<file path="src/rtl/neo_stream_mc.sv">
// Streaming multi-channel k-spaced Nonlinear Energy Operator.
// psi[n] = x[n]^2 - x[n-K]*x[n+K] per channel, computed when x[n+K] arrives,
// with per-channel history, warm-up gating, optional clipping and a spike flag.
module neo_stream_mc #(
  parameter int unsigned N  = 16,
  parameter int unsigned K  = 1,
  parameter int unsigned C  = 2,
  parameter int unsigned OW = 2*N+1,
  localparam int unsigned CW = (C > 1) ? $clog2(C) : 1
) (
  input  logic                 Clk,
  input  logic                 reset,
  input  logic                 clear,
  input  logic                 in_valid,
  output logic                 in_ready,
  input  logic [CW-1:0]        in_ch,
  input  logic signed [N-1:0]  in_data,
  input  logic signed [OW-1:0] thr,
  output logic                 out_valid,
  input  logic                 out_ready,
  output logic [CW-1:0]        out_ch,
  output logic signed [OW-1:0] out_data,
  output logic                 out_sat,
  output logic                 out_spike
);

  localparam int unsigned D    = 2*K+1;        // window length
  localparam int unsigned HD   = 2*K;          // stored taps (oldest tap falls out on the shift)
  localparam int unsigned CN   = 1 << CW;      // array depth covering every in_ch code
  localparam int unsigned PW   = 2*N;
  localparam int unsigned DW   = 2*N+1;
  localparam int unsigned CNTW = $clog2(D+1);

  // hist[c][0] is the newest stored sample; after a shift the new sample becomes h[0],
  // so the post-shift h[2K] is the pre-shift h[2K-1] and only 2K taps need storage.
  logic signed [N-1:0]  hist [CN][HD];
  logic [CNTW-1:0]      cnt  [CN];

  logic                 accept;
  logic                 ch_ok;
  logic                 take;
  logic                 qualify;
  logic signed [N-1:0]  centre;
  logic signed [N-1:0]  left;
  logic signed [PW-1:0] sq;
  logic signed [PW-1:0] lr;
  logic signed [DW-1:0] diff;
  logic signed [OW-1:0] res_c;
  logic                 sat_c;
  logic                 spike_c;

  assign in_ready = !out_valid || out_ready;
  assign accept   = in_valid && in_ready;
  assign ch_ok    = 32'(in_ch) < C;
  assign take     = accept && ch_ok && !clear;
  // Counter including this sample reaches 2K+1 exactly when the stored count is >= 2K.
  assign qualify  = take && (cnt[in_ch] >= CNTW'(HD));

  // Post-shift window taps read from pre-shift history; right tap is the incoming sample.
  assign centre = hist[in_ch][K-1];
  assign left   = hist[in_ch][HD-1];
  assign sq     = PW'(centre) * PW'(centre);
  assign lr     = PW'(left) * PW'(in_data);
  assign diff   = DW'(sq) - DW'(lr);

  generate
    if (OW >= DW) begin : g_wide
      assign res_c = OW'(diff);
      assign sat_c = 1'b0;
    end else begin : g_clip
      logic hi_ones;
      logic hi_zeros;
      // Clip when the discarded high bits are not a pure sign extension.
      assign hi_ones  = &diff[DW-1:OW-1];
      assign hi_zeros = ~|diff[DW-1:OW-1];
      assign sat_c    = !(hi_ones || hi_zeros);
      assign res_c    = sat_c ? (diff[DW-1] ? {1'b1, {(OW-1){1'b0}}} : {1'b0, {(OW-1){1'b1}}})
                              : diff[OW-1:0];
    end
  endgenerate

  assign spike_c = res_c > thr;

  // Per-channel history shift and saturating warm-up counter.
  always_ff @(posedge Clk or negedge reset) begin
    if (!reset) begin
      for (int unsigned c = 0; c < CN; c++) begin
        cnt[c] <= '0;
        for (int unsigned t = 0; t < HD; t++) hist[c][t] <= '0;
      end
    end else if (clear) begin
      for (int unsigned c = 0; c < CN; c++) begin
        cnt[c] <= '0;
        for (int unsigned t = 0; t < HD; t++) hist[c][t] <= '0;
      end
    end else if (take) begin
      hist[in_ch][0] <= in_data;
      for (int unsigned t = 1; t < HD; t++) hist[in_ch][t] <= hist[in_ch][t-1];
      if (cnt[in_ch] < CNTW'(D)) cnt[in_ch] <= cnt[in_ch] + CNTW'(1);
    end
  end

  // Single output register: load on qualifying accept, hold under backpressure, drop on pop.
  always_ff @(posedge Clk or negedge reset) begin
    if (!reset) begin
      out_valid <= 1'b0;
      out_ch    <= '0;
      out_data  <= '0;
      out_sat   <= 1'b0;
      out_spike <= 1'b0;
    end else if (clear) begin
      out_valid <= 1'b0;
    end else if (qualify) begin
      out_valid <= 1'b1;
      out_ch    <= in_ch;
      out_data  <= res_c;
      out_sat   <= sat_c;
      out_spike <= spike_c;
    end else if (out_ready) begin
      out_valid <= 1'b0;
    end
  end

endmodule

</file>
<file path="config.mk">
export PLATFORM = sky130hd
export DESIGN_NAME = neo_stream_mc
export DESIGN_NICKNAME = d
export VERILOG_FILES = /design/src/rtl/neo_stream_mc.sv
export SDC_FILE = /design/constraint.sdc
export NUM_CORES = 2
export LEC_CHECK = 0
export CAP_MARGIN = 20
export CORE_MARGIN = 2
export CORE_UTILIZATION = 30
export CTS_CLUSTER_DIAMETER = 30
export DETAILED_ROUTE_END_ITERATION = 10
export PLACE_DENSITY_LB_ADDON = 0.08
export SKIP_CTS_REPAIR_TIMING = 1
export SLEW_MARGIN = 20
export SYNTH_ARGS = -nofsm -noshare
export SYNTH_HDL_FRONTEND = slang
export SYNTH_SLANG_ARGS = --single-unit
</file>
<file path="constraint.sdc">
create_clock -name Clk -period 8.2 [get_ports Clk]
set_input_delay 1.64 -clock Clk [delete_from_list [all_inputs] [get_ports Clk]]
set_output_delay 1.64 -clock Clk [all_outputs]
set_load 0.02 [all_outputs]
</file>
# Word-level counts from Yosys, hierarchy flattened
# Cells that the tools add are included.
classes:
  muxes: 23
  reduce_logical: 12
  add_sub_neg: 2
  n_mul: 2
  n_bitwise: 2
  order_cmp: 5
op_table:
  columns: ["op", "count"]
  rows:
  - ["$bwmux W64", 2]
  - ["$mux W32", 4]
  - ["$mux W64", 2]
  - ["$demux W32 S1", 2]
  - ["$mul A16 B16 Y32", 2]
  - ["$gt A33 B33 Y1", 1]
  - ["$sub A32 B32 Y33", 1]
  - ["$mux W16", 1]
  - ["$mux W4", 3]
  - ["$mux W2", 4]
  - ["$bwmux W4", 1]
  - ["$ge A2 B2 Y1 const B", 2]
  - ["$logic_and A1 B1 Y1", 4]
  - ["$reduce_and A2 Y1", 2]
  - ["$reduce_bool A2 Y1", 2]
  - ["$mux W1", 3]
  - ["$reduce_bool A3 Y1", 1]
  - ["$add A2 B1 Y2 const B", 1]
  - ["$demux W2 S1", 1]
  - ["$logic_not A1 Y1", 2]
  - ["$lt A2 B1 Y1 const B", 1]
  - ["$lt A2 B2 Y1 const B", 1]
  - ["$not A1 Y2", 1]
  - ["$logic_or A1 B1 Y1", 1]
  - ["$not A1 Y1", 1]
totals:
  in_bits: 55
  wordCells: 56
  regBits: 104
  output_inout_bits: 38

# Longest topological paths before layout
logic_depth:
  ltp_word: 9
  depth_mapped: 38
  depth_no_buf: 35

# Worst setup path before layout
# OpenSTA, ideal clock, no wires.
synth_timing:
  path_type: "input to register"
  startpoint: "input port in_ch"
  endpoint: "register out_spike"
  path_slack_ns: -2.673
  cell_stages: 35
  setup_ns: 0.126
  required_ns: 8.074
  arrival_ns: 10.747
  path_buffers: 2
  cell_sequence: "buf_2 buf_1 mux2i_1 clkinv_1 nand2_1 inv_1 fa_1 inv_1 fa_1 inv_1 fa_1 inv_1 fa_1 inv_1 fa_1 fa_1 fa_1 inv_1 fa_1 inv_1 ha_1 a21o_1 a211oi_1 a21oi_4 nand2b_1 xor2_1 ha_1 a21o_1 a21o_1 a21o_1 a21o_1 a221o_1 a2111o_1 a31oi_1 o21ai_1"
synth_between:
  elab_chain_len: 7
  elab_cells_between_ends: 14
  cone_classes: "1 x add/sub; 2 x mul; 2 x order compare; 6 x mux; 1 x bitwise; 2 x reduce/logical"
synth_rtl:
  columns: ["item", "line", "rtl"]
  rows:
  - ["from (decl)", "16", "input logic [CW-1:0] in_ch,"]
  - ["$not A1 Y2 (implied by the code) (*)", "60, 61", null]
  - ["$mux W32 (implied by the code) (*) (3 in series)", "60", "assign centre = hist[in_ch][K-1];"]
  - ["$mul A16 B16 Y32 (on tied branches)", "62, 63", null]
  - ["$sub A32 B32 Y33 (*)", "64", "assign diff = DW'(sq) - DW'(lr);"]
  - ["named net diff[26]", "47", "logic signed [DW-1:0] diff;"]
  - ["$gt A33 B33 Y1 (*)", "82", "assign spike_c = res_c > thr;"]
  - ["to (signal assigned)", "118", "out_spike <= spike_c;"]
  - ["to (decl)", "24", "output logic out_spike"]
# Mark *: on every way through the listed nets, which the timed path passes. The rest lies on a longest branch. The select of a mux whose other input is x is not followed.
# A chain may end at the register's enable or synchronous reset.

# Final worst setup path
# Ends and elaborated chain as after synthesis.

==> results.tsv <==
stage	metric	value	unit
run_status	status	finished with violations	
run_status	violated checks	negative setup slack	
critical_path	CP delay by family, top	adder cells	
global_routing	antenna violations before repair	0	
die	full die area	83800	um^2
synth	Synth Area in Adders	55.8	%
critical_path	CP Launch Point	in_ch	
synth	main combinational cell family by area after synthesis	adder cells	
power_and_ir_drop	Sequential Power Share	5.4	%
detailed_routing	post-DR wirelength/cell	17.5	um
synth	Distinct cells, synth	62	
detailed_routing	vias per std cell	4.40	
critical_path	reg2reg start	hist[47]$_DFFE_PN0P_	
synth	XOR/XNOR Fraction of Synth Area	2.01	%
power_and_ir_drop	P_leak	15.6	nW
power_and_ir_drop	worst vdd ir	0.550	mV
synth	Ys Warns	0	
detailed_routing	DRT Wirelength	72.0	mm
global_routing	remaining global-route overflow	0	
clocking	CTS buffer count	9	
synth	multiplexer share of the synthesized area	3.32	%
power_and_ir_drop	switch share	47.0	%
power_and_ir_drop	Comb power frac	90.6	%
detailed_routing	drt pass-1 iters	5	
global_routing	first-pass GRT wire length	112	mm
clocking	Max Buffers Root-to-Sink	2	
detailed_routing	# DRC	0	
timing	Max-slew headroom	45.3	%
timing	Worst-Margin Slew	0.820	ns
synth	area fraction in compound gates after synthesis	4.69	%
die	die width	289	um
placed_design	GP Congestion	0.870	
synth	Seq/Total Area, Yosys	10.6	%
timing	fin crit period	9.92	ns
timing	RSZ-0062 raised after global routing	true	
synth	Synth area leaders	fa_1 46%, inv_1 11%, dfrtp_1 11%	
detailed_routing	via count	18100	
synth	FF+latch count, synth	104	
critical_path	Crit path largest cell delay	0.59	ns
synth	Post-Synth Simple-Gate Area	10.8	%
critical_path	Worst Path Required	8.47	ns
power_and_ir_drop	Internal	6.18	mW
clocking	Clock H-tree levels	3	
placed_design	hpwl dp	61.7	mm
die	CORE AREA	80500	um^2
min_path	Worst Hold Class	flop to flop	
critical_path	CP most frequent cell	fa_1	
critical_path	worst setup path class	primary input to flop	
clocking	clock sink count	104	
synth	syn nets	3398	
clocking	Reg clk slew, reported paths	0.08	ns
final_layout	fin nets	3853	
synth	Post-Syn Area	24500	um^2
run	Max Cap Viol	0	
critical_path	critical path fanouts, max	8	
final_layout	Layout area overhead	28.6	%
synth	dominant synthesized flop cell	dfrtp_1	
synth	Avg Inst Size Synth	9.45	um^2
timing	Slew Viols, Final	0	
timing	Worst Skew	0.0121	ns
final_layout	ANT cells	0	
min_path	worst hold start	out_data[19]$_DFFE_PN0P_	
die	Starting Density	30.4	%
global_routing	via count of the first global-routing pass	19900	
timing	final setup vio count	16	
detailed_routing	Final ANT Viol Nets	0	
placed_design	PortBufs	91	
power_and_ir_drop	Clock power frac	3.9	%
timing	Min Hold Slack	0.512	ns
power_and_ir_drop	sw power	5.48	mW
timing	Setup TNS	-6.39	ns
synth	post-synthesis cell count	2587	
timing	final worst slack	-1.72	ns
clocking	worst skew pair latency	0.40	ns
critical_path	CP Capture Type	flop	
critical_path	reg2reg setup slack	-0.56	ns
synth	number of enable flip-flop cells after synthesis	0	
clocking	CTS root buf	clkbuf_16	
synth	top cell type's share of synthesized area	45.8	%
die	Die Y	289	um
synth	area leader, netlist	fa_1	
detailed_routing	initial DRC count	730	
critical_path	critical-path cell with the highest stage delay	fa_1	
timing	Fmax	101	MHz
global_routing	largest net degree at the start of global routing	71	
global_routing	All-Layer GR Usage	17.8	%
critical_path	CP Data Arrival Time	10.19	ns
synth	most numerous cell in the Yosys netlist	inv_1	
power_and_ir_drop	pwr/cell area	371	nW/um^2
clocking	CTS tree	done	
synth	Post-synth top cells	735 x inv_1, 559 x fa_1, 342 x nand2_1	
die	FP Rows	104	
synth	Synth async-reset ratio	100	%
die	number of top-level pins	93	
timing	final hold violations	0	
final_layout	layout cells sized above 1	22.5	%
timing	Period Utilization, post-route	121	%
critical_path	WP buf/inv	7	
critical_path	CP Launch Type	primary input	
[per-layer routing]
layer,GRT usage [%],share of wire [%],up-vias
met3,1.26,2.0,66
li1,-,-,8416
met1,22.3,41,9347
met4,5.63,3.0,0
met2,32.4,54,228
met5,0,0,-
[cells by family after synthesis]
group | after synthesis
compound gates | 178
xor+xnor | 56
fa+ha+maj | 756
buf+inv | 821
flops | 104
mux | 73
other cells | 1
simple gates | 598
[power by group through the flow]
stage / Combinational, mW / Sequential, mW / Clock, mW
floorplan: 6.03 / 0.712 / 0
global route: 11.8 / 0.643 / 0.490
CTS: 10.1 / 0.636 / 0.479
detailed placement: 10.0 / 0.646 / 0
finish: 10.6 / 0.634 / 0.457
global placement: 9.96 / 0.643 / 0
[state kept, by name, indices dropped and copies added (netlist names)]
register,cells
cnt,4
hist,64
out_ch,1
out_data,33
out_spike,1
out_valid,1
[through the flow]
step	setup slack, ns	std cells	utilization (%)	area, um^2	power (mW)
2_1_floorplan	-1.86	2587	-	25000	6.74
3_3_place_gp	-2.67	4044	37.3	30000	10.6
3_5_place_dp	-2.69	4044	37.3	30000	10.6
4_1_cts	-2.29	4060	37.7	30300	11.2
5_1_grt	-2.00	4107	39.0	31400	12.9
6_report	-1.72	4107	39.0	31400	11.7
[worst reg2reg max path, delay by kind of cell, from the launching register on]
family          cells  cell delay (ns)
compound gates     12             2.27
flops               1             0.38
mux                 1             0.36
xor+xnor            1             0.16
simple gates        2             0.33
buf+inv             5             0.62
fa+ha+maj          10             4.51
[final cells by class]
class                   count  area, um^2
clock buffers              11         243
clock inverters             5        38.8
fillers                  8127       49100
inverters                 741        2820
multi-input cells        1664       19700
flip-flops and latches    104        2600
well taps                1060        1330
repair buffers            522        4740
[layout by cell type, fill, tap and decap left out, types with 22 or more instances in the layout]
master	n
nor2_1	80
buf_6	28
mux2_4	26
buf_4	365
a21oi_1	86
ha_1	177
xnor2_1	41
clkdlybuf4s50_1	88
fa_2	22
and2_1	124
nand2_1	318
fa_1	537
inv_2	24
buf_12	34
inv_1	705
dfrtp_1	104
mux2_2	35
[worst paths after layout]
check | endpoint | cells after the start
max reg2reg | out_spike$_DFFE_PN0P_ | 31
max in group asynchronous | out_data[30]$_DFFE_PN0P_ | 2
max | out_spike$_DFFE_PN0P_ | 33
min in group asynchronous | hist[16]$_DFFE_PN0P_ | 1
min reg2reg | out_data[19]$_DFFE_PN0P_ | 1
min | out_data[19]$_DFFE_PN0P_ | 1
Power figures use the tool's default switching activity.
